**src/rtl/serial_add_sub.sv**
```systemverilog
// Bit-serial adder/subtractor: one full-adder cell reused LSB first over WIDTH cycles.
// Results (S, Cout, V) are valid from the done strobe until the next accepted start.
module serial_add_sub #(
    parameter int WIDTH = 8
) (
    input  logic             clk,
    input  logic             rst,
    input  logic             start,
    input  logic             con,
    input  logic [WIDTH-1:0] A,
    input  logic [WIDTH-1:0] B,
    output logic [WIDTH-1:0] S,
    output logic             Cout,
    output logic             V,
    output logic             busy,
    output logic             done
);

    localparam int CW = (WIDTH > 1) ? $clog2(WIDTH) : 1;
    localparam logic [CW-1:0] LAST = CW'(WIDTH - 1);

    typedef enum logic [1:0] {
        IDLE = 2'd0,
        RUN  = 2'd1,
        DONE = 2'd2
    } state_t;

    state_t state;
    state_t state_nxt;

    logic [WIDTH-1:0] a_sr;
    logic [WIDTH-1:0] b_sr;
    logic             con_r;
    logic             carry;
    logic [CW-1:0]    cnt;

    logic b_eff;
    logic sum;
    logic carry_nxt;
    logic last_bit;

    // Request protocol: start is a request taken only in IDLE (busy=0); while busy=1
    // it is ignored, and done pulses for one cycle when S/Cout/V become valid.
    always_comb begin
        b_eff     = b_sr[0] ^ con_r;
        sum       = a_sr[0] ^ b_eff ^ carry;
        carry_nxt = (a_sr[0] & b_eff) | (a_sr[0] & carry) | (b_eff & carry);
        last_bit  = (cnt == LAST);
    end

    always_ff @(posedge clk) begin
        if (rst) begin
            state <= IDLE;
        end else begin
            state <= state_nxt;
        end
    end

    always_comb begin
        state_nxt = state;
        busy      = 1'b0;
        done      = 1'b0;
        case (state)
            IDLE: begin
                if (start) begin
                    state_nxt = RUN;
                end
            end
            RUN: begin
                busy = 1'b1;
                if (last_bit) begin
                    state_nxt = DONE;
                end
            end
            DONE: begin
                busy      = 1'b1;
                done      = 1'b1;
                state_nxt = IDLE;
            end
            default: begin
                state_nxt = IDLE;
            end
        endcase
    end

    // Carry starts at con so subtraction becomes A + ~B + 1.
    always_ff @(posedge clk) begin
        if (rst) begin
            a_sr  <= '0;
            b_sr  <= '0;
            con_r <= 1'b0;
            carry <= 1'b0;
            cnt   <= '0;
            S     <= '0;
            Cout  <= 1'b0;
            V     <= 1'b0;
        end else begin
            case (state)
                IDLE: begin
                    if (start) begin
                        a_sr  <= A;
                        b_sr  <= B;
                        con_r <= con;
                        carry <= con;
                        cnt   <= '0;
                    end
                end
                RUN: begin
                    a_sr  <= a_sr >> 1;
                    b_sr  <= b_sr >> 1;
                    carry <= carry_nxt;
                    S     <= {sum, S[WIDTH-1:1]};
                    cnt   <= cnt + 1'b1;
                    if (last_bit) begin
                        Cout <= carry_nxt;
                        V    <= carry ^ carry_nxt;
                    end
                end
                default: begin
                end
            endcase
        end
    end

endmodule
```
**config.mk**
```make
export PLATFORM = sky130hd
export DESIGN_NAME = serial_add_sub
export DESIGN_NICKNAME = d
export VERILOG_FILES = /design/src/rtl/serial_add_sub.sv
export SDC_FILE = /design/constraint.sdc
export NUM_CORES = 1
export LEC_CHECK = 0
export ABC_AREA = 1
export CORE_MARGIN = 2
export CORE_UTILIZATION = 52
export CTS_BUF_LIST = sky130_fd_sc_hd__clkbuf_2 sky130_fd_sc_hd__clkbuf_4 sky130_fd_sc_hd__clkbuf_8
export DETAILED_ROUTE_END_ITERATION = 16
export PLACE_DENSITY = 0.79
export SLEW_MARGIN = 10
export SYNTH_ARGS = -nofsm -noshare
export SYNTH_HDL_FRONTEND = slang
export SYNTH_SLANG_ARGS = --single-unit
```
**constraint.sdc**
```tcl
create_clock -name clk -period 1.8 [get_ports clk]
set_input_delay 0.36 -clock clk [delete_from_list [all_inputs] [get_ports clk]]
set_output_delay 0.36 -clock clk [all_outputs]
set_load 0.01 [all_outputs]
```
==> run metrics <==
status finished with violations; failing checks design-rule violations; slowest CP cell dfxtp_1; worst-margin pin slew 700.6 ps; Yosys reg bits 33; Avg WL per Cell about 10 um; CP Launch Point state[0]; antenna cells 0; vias per cell approximately 4.8; met1 GRT Util around a quarter; max cap viols 0; Chip Width 58.89 um; nets roughly 290; DP HPWL roughly 2000 um; clock transition at the registers of the reported paths 90 ps; Setup Buffers After CTS 0; Crit path max-delay family flip-flops; Post-Syn Nets 256; leak pwr 0.9309 nW; Clock power frac about a quarter; Setup Skew approximately 5 ps; hold_sp b_sr[7]; met2 Use GR a little under a third; grt met3 use under 10%; Mapped Area approximately 1600 um^2; Final TNS setup 0 ps; Internal Pwr Total 0.001162 W; largest net degree at the start of global routing 38; Clock Sinks 33; total wire length a little under 3000 um; detailed router's first-iteration violation count 65; Final GP Congestion roughly 0.73; core area around 2800 um^2; Hold Vio Cnt, Final 0; setup repair after global routing missed its margin false; global-route usage over all layers about a fifth; pre-CTS WS 66.48 ps; final core utilization between 60% and 70%; CP Cell Sequence inv_1 -> ha_1 -> dlygate4sd2_1; Rows 19; htree depth 2; buffers and inverters on the worst path 2; port buffer count 31; DR vias ~1,400; Clock Path Buffers 2; Worst slew margin between 50 and 60%; Clock Tree Root clkbuf_4; antenna violations before repair 0; CP max FO 3; Critical Path Source Type register; CTS Buf Count 5; Switch Pwr roughly 0.00047 W; post-route antenna net violation count 0; die area ~3500 um^2; Crit Reg-Reg Startpoint state[1]; Avg Inst Size Synth 6.811 um^2; worst-skew pair later-pin latency between 300 and 400 ps; first-pass GRT wire length 5154 um; Hold Buf Count CTS 0; vias in the first global route 1,237; most crowded layer after global routing met2; Worst Path Arrival roughly 1300 ps; PwrDens ~840 nW/um^2; FMAX 595.6 MHz; CTS tree built; CP max stage delay 360 ps; P&R area growth vs syn 23.00%; final setup fails 0; cell count after synthesis 230; setup ws final ~120 ps; filler instances approximately 260; crit path kind reg2out; period utilization 93.27%; Synth cell types 17; CTS resizes 2; Crit. End Element output pin; Initial Utilization a little under three fifths; Yosys warnings 0; Critical Path RT 1440 ps; Sw Share ~29%; Peak VDD IR 0.5940 mV; Max Slew Vio Count 0; drt first pass iters 10; worst min path class reg2reg; DRC violations left 2; register share of total power roughly half; share of layout cells above drive strength 1 approximately 5.7%; post-synthesis sequential area ratio a little over two fifths; GRT overflow 0; crit path time final around 1700 ps; I/O Pins 32; hold slack 464.5 ps; combinational share of power 22.9%; die height approximately 60 um
## worst reg2reg max path, stage by stage (launching register included)
cell and delay, ps:
dfxtp_1 360, inv_1 60, ha_1 200, inv_2 90, buf_4 320, o21ai_0 160
nor2_1 110, nor2_1 60
## registers in the layout, indices dropped and copies added (netlist names)
| register | flops |
|---|---|
| S | 8 |
| a_sr | 8 |
| b_sr | 8 |
| cnt | 3 |
| state | 2 |
| Cout | 1 |
| V | 1 |
| carry | 1 |
| con_r | 1 |
## through the flow
stage	cells	total power, W	area, um^2
after floorplan	230	0.001106	1567
after global placement	285	0.001212	1869
after detailed placement	285	0.001220	1869
after CTS	293	0.001650	1927
after global routing	293	0.001750	1927
final	293	0.001628	1927
## synthesized netlist by cell type (all sizes together)
cell    instances  area share (%)
nor2           48              12
nand3           5             1.6
ha              5             4.0
xor2            1            0.56
inv            25             6.0
a21oi           9             2.9
xnor2           1            0.56
fa              1             1.3
o21ai          23             7.3
buf             8             4.2
clkbuf          3            0.72
dfxtp          33              42
nand2          68              17
## cell usage in the layout, fill, tap and decap left out
| master | count |
|---|---|
| a21oi_1 | 9 |
| ha_1 | 5 |
| clkbuf_4 | 8 |
| o21ai_0 | 19 |
| xor2_1 | 1 |
| nand2_1 | 66 |
| o21ai_1 | 4 |
| nor2_1 | 48 |
| dlygate4sd2_1 | 2 |
| xnor2_1 | 1 |
| fa_1 | 1 |
| nand2_4 | 2 |
| buf_4 | 4 |
| inv_1 | 24 |
| inv_2 | 1 |
| dfxtp_1 | 33 |
| nand3_1 | 5 |
| clkdlybuf4s50_1 | 29 |
## path summary, 6_finish.rpt
kind / cells past startpoint / slack, ps / to
setup reg to reg: 7 / 340 / b_sr[4]
hold reg to reg: 2 / 460 / b_sr[7]
setup / recovery: 3 / 120 / busy
hold / removal: 2 / 460 / b_sr[7]
## final cells by class
type | count | area [um^2] | area share (%)
multi-input cells | 161 | 735.7 | 38.18
flip-flops and latches | 33 | 660.6 | 34.29
repair buffers | 35 | 337.8 | 17.53
inverters | 25 | 93.84 | 4.870
clock buffers | 8 | 60.06 | 3.117
well taps | 31 | 38.79 | 2.013
## power groups by stage
stage / sequential (W) / combinational [W] / clock (W)
6_report: 0.000826 / 0.000373 / 0.000430
5_1_grt: 0.000834 / 0.000429 / 0.000487
4_1_cts: 0.000827 / 0.000377 / 0.000446
3_5_place_dp: 0.000843 / 0.000377 / 0
3_3_place_gp: 0.000842 / 0.000370 / 0
2_1_floorplan: 0.000846 / 0.000261 / 0
## cells by family after synthesis
logic type,after synthesis,synth area share (%)
simple gates,121,30.35
buf+inv,36,10.86
flops,33,42.17
compound gates,32,10.22
fa+ha+maj,6,5.272
xor+xnor,2,1.118
## routing by layer
layer	part of all wire (%)	routed length, um
met1	48	1409
met4	2.3	68
met5	0	0
met2	43	1277
met3	6.4	189
No activity file was read; power rests on OpenSTA's default activity.
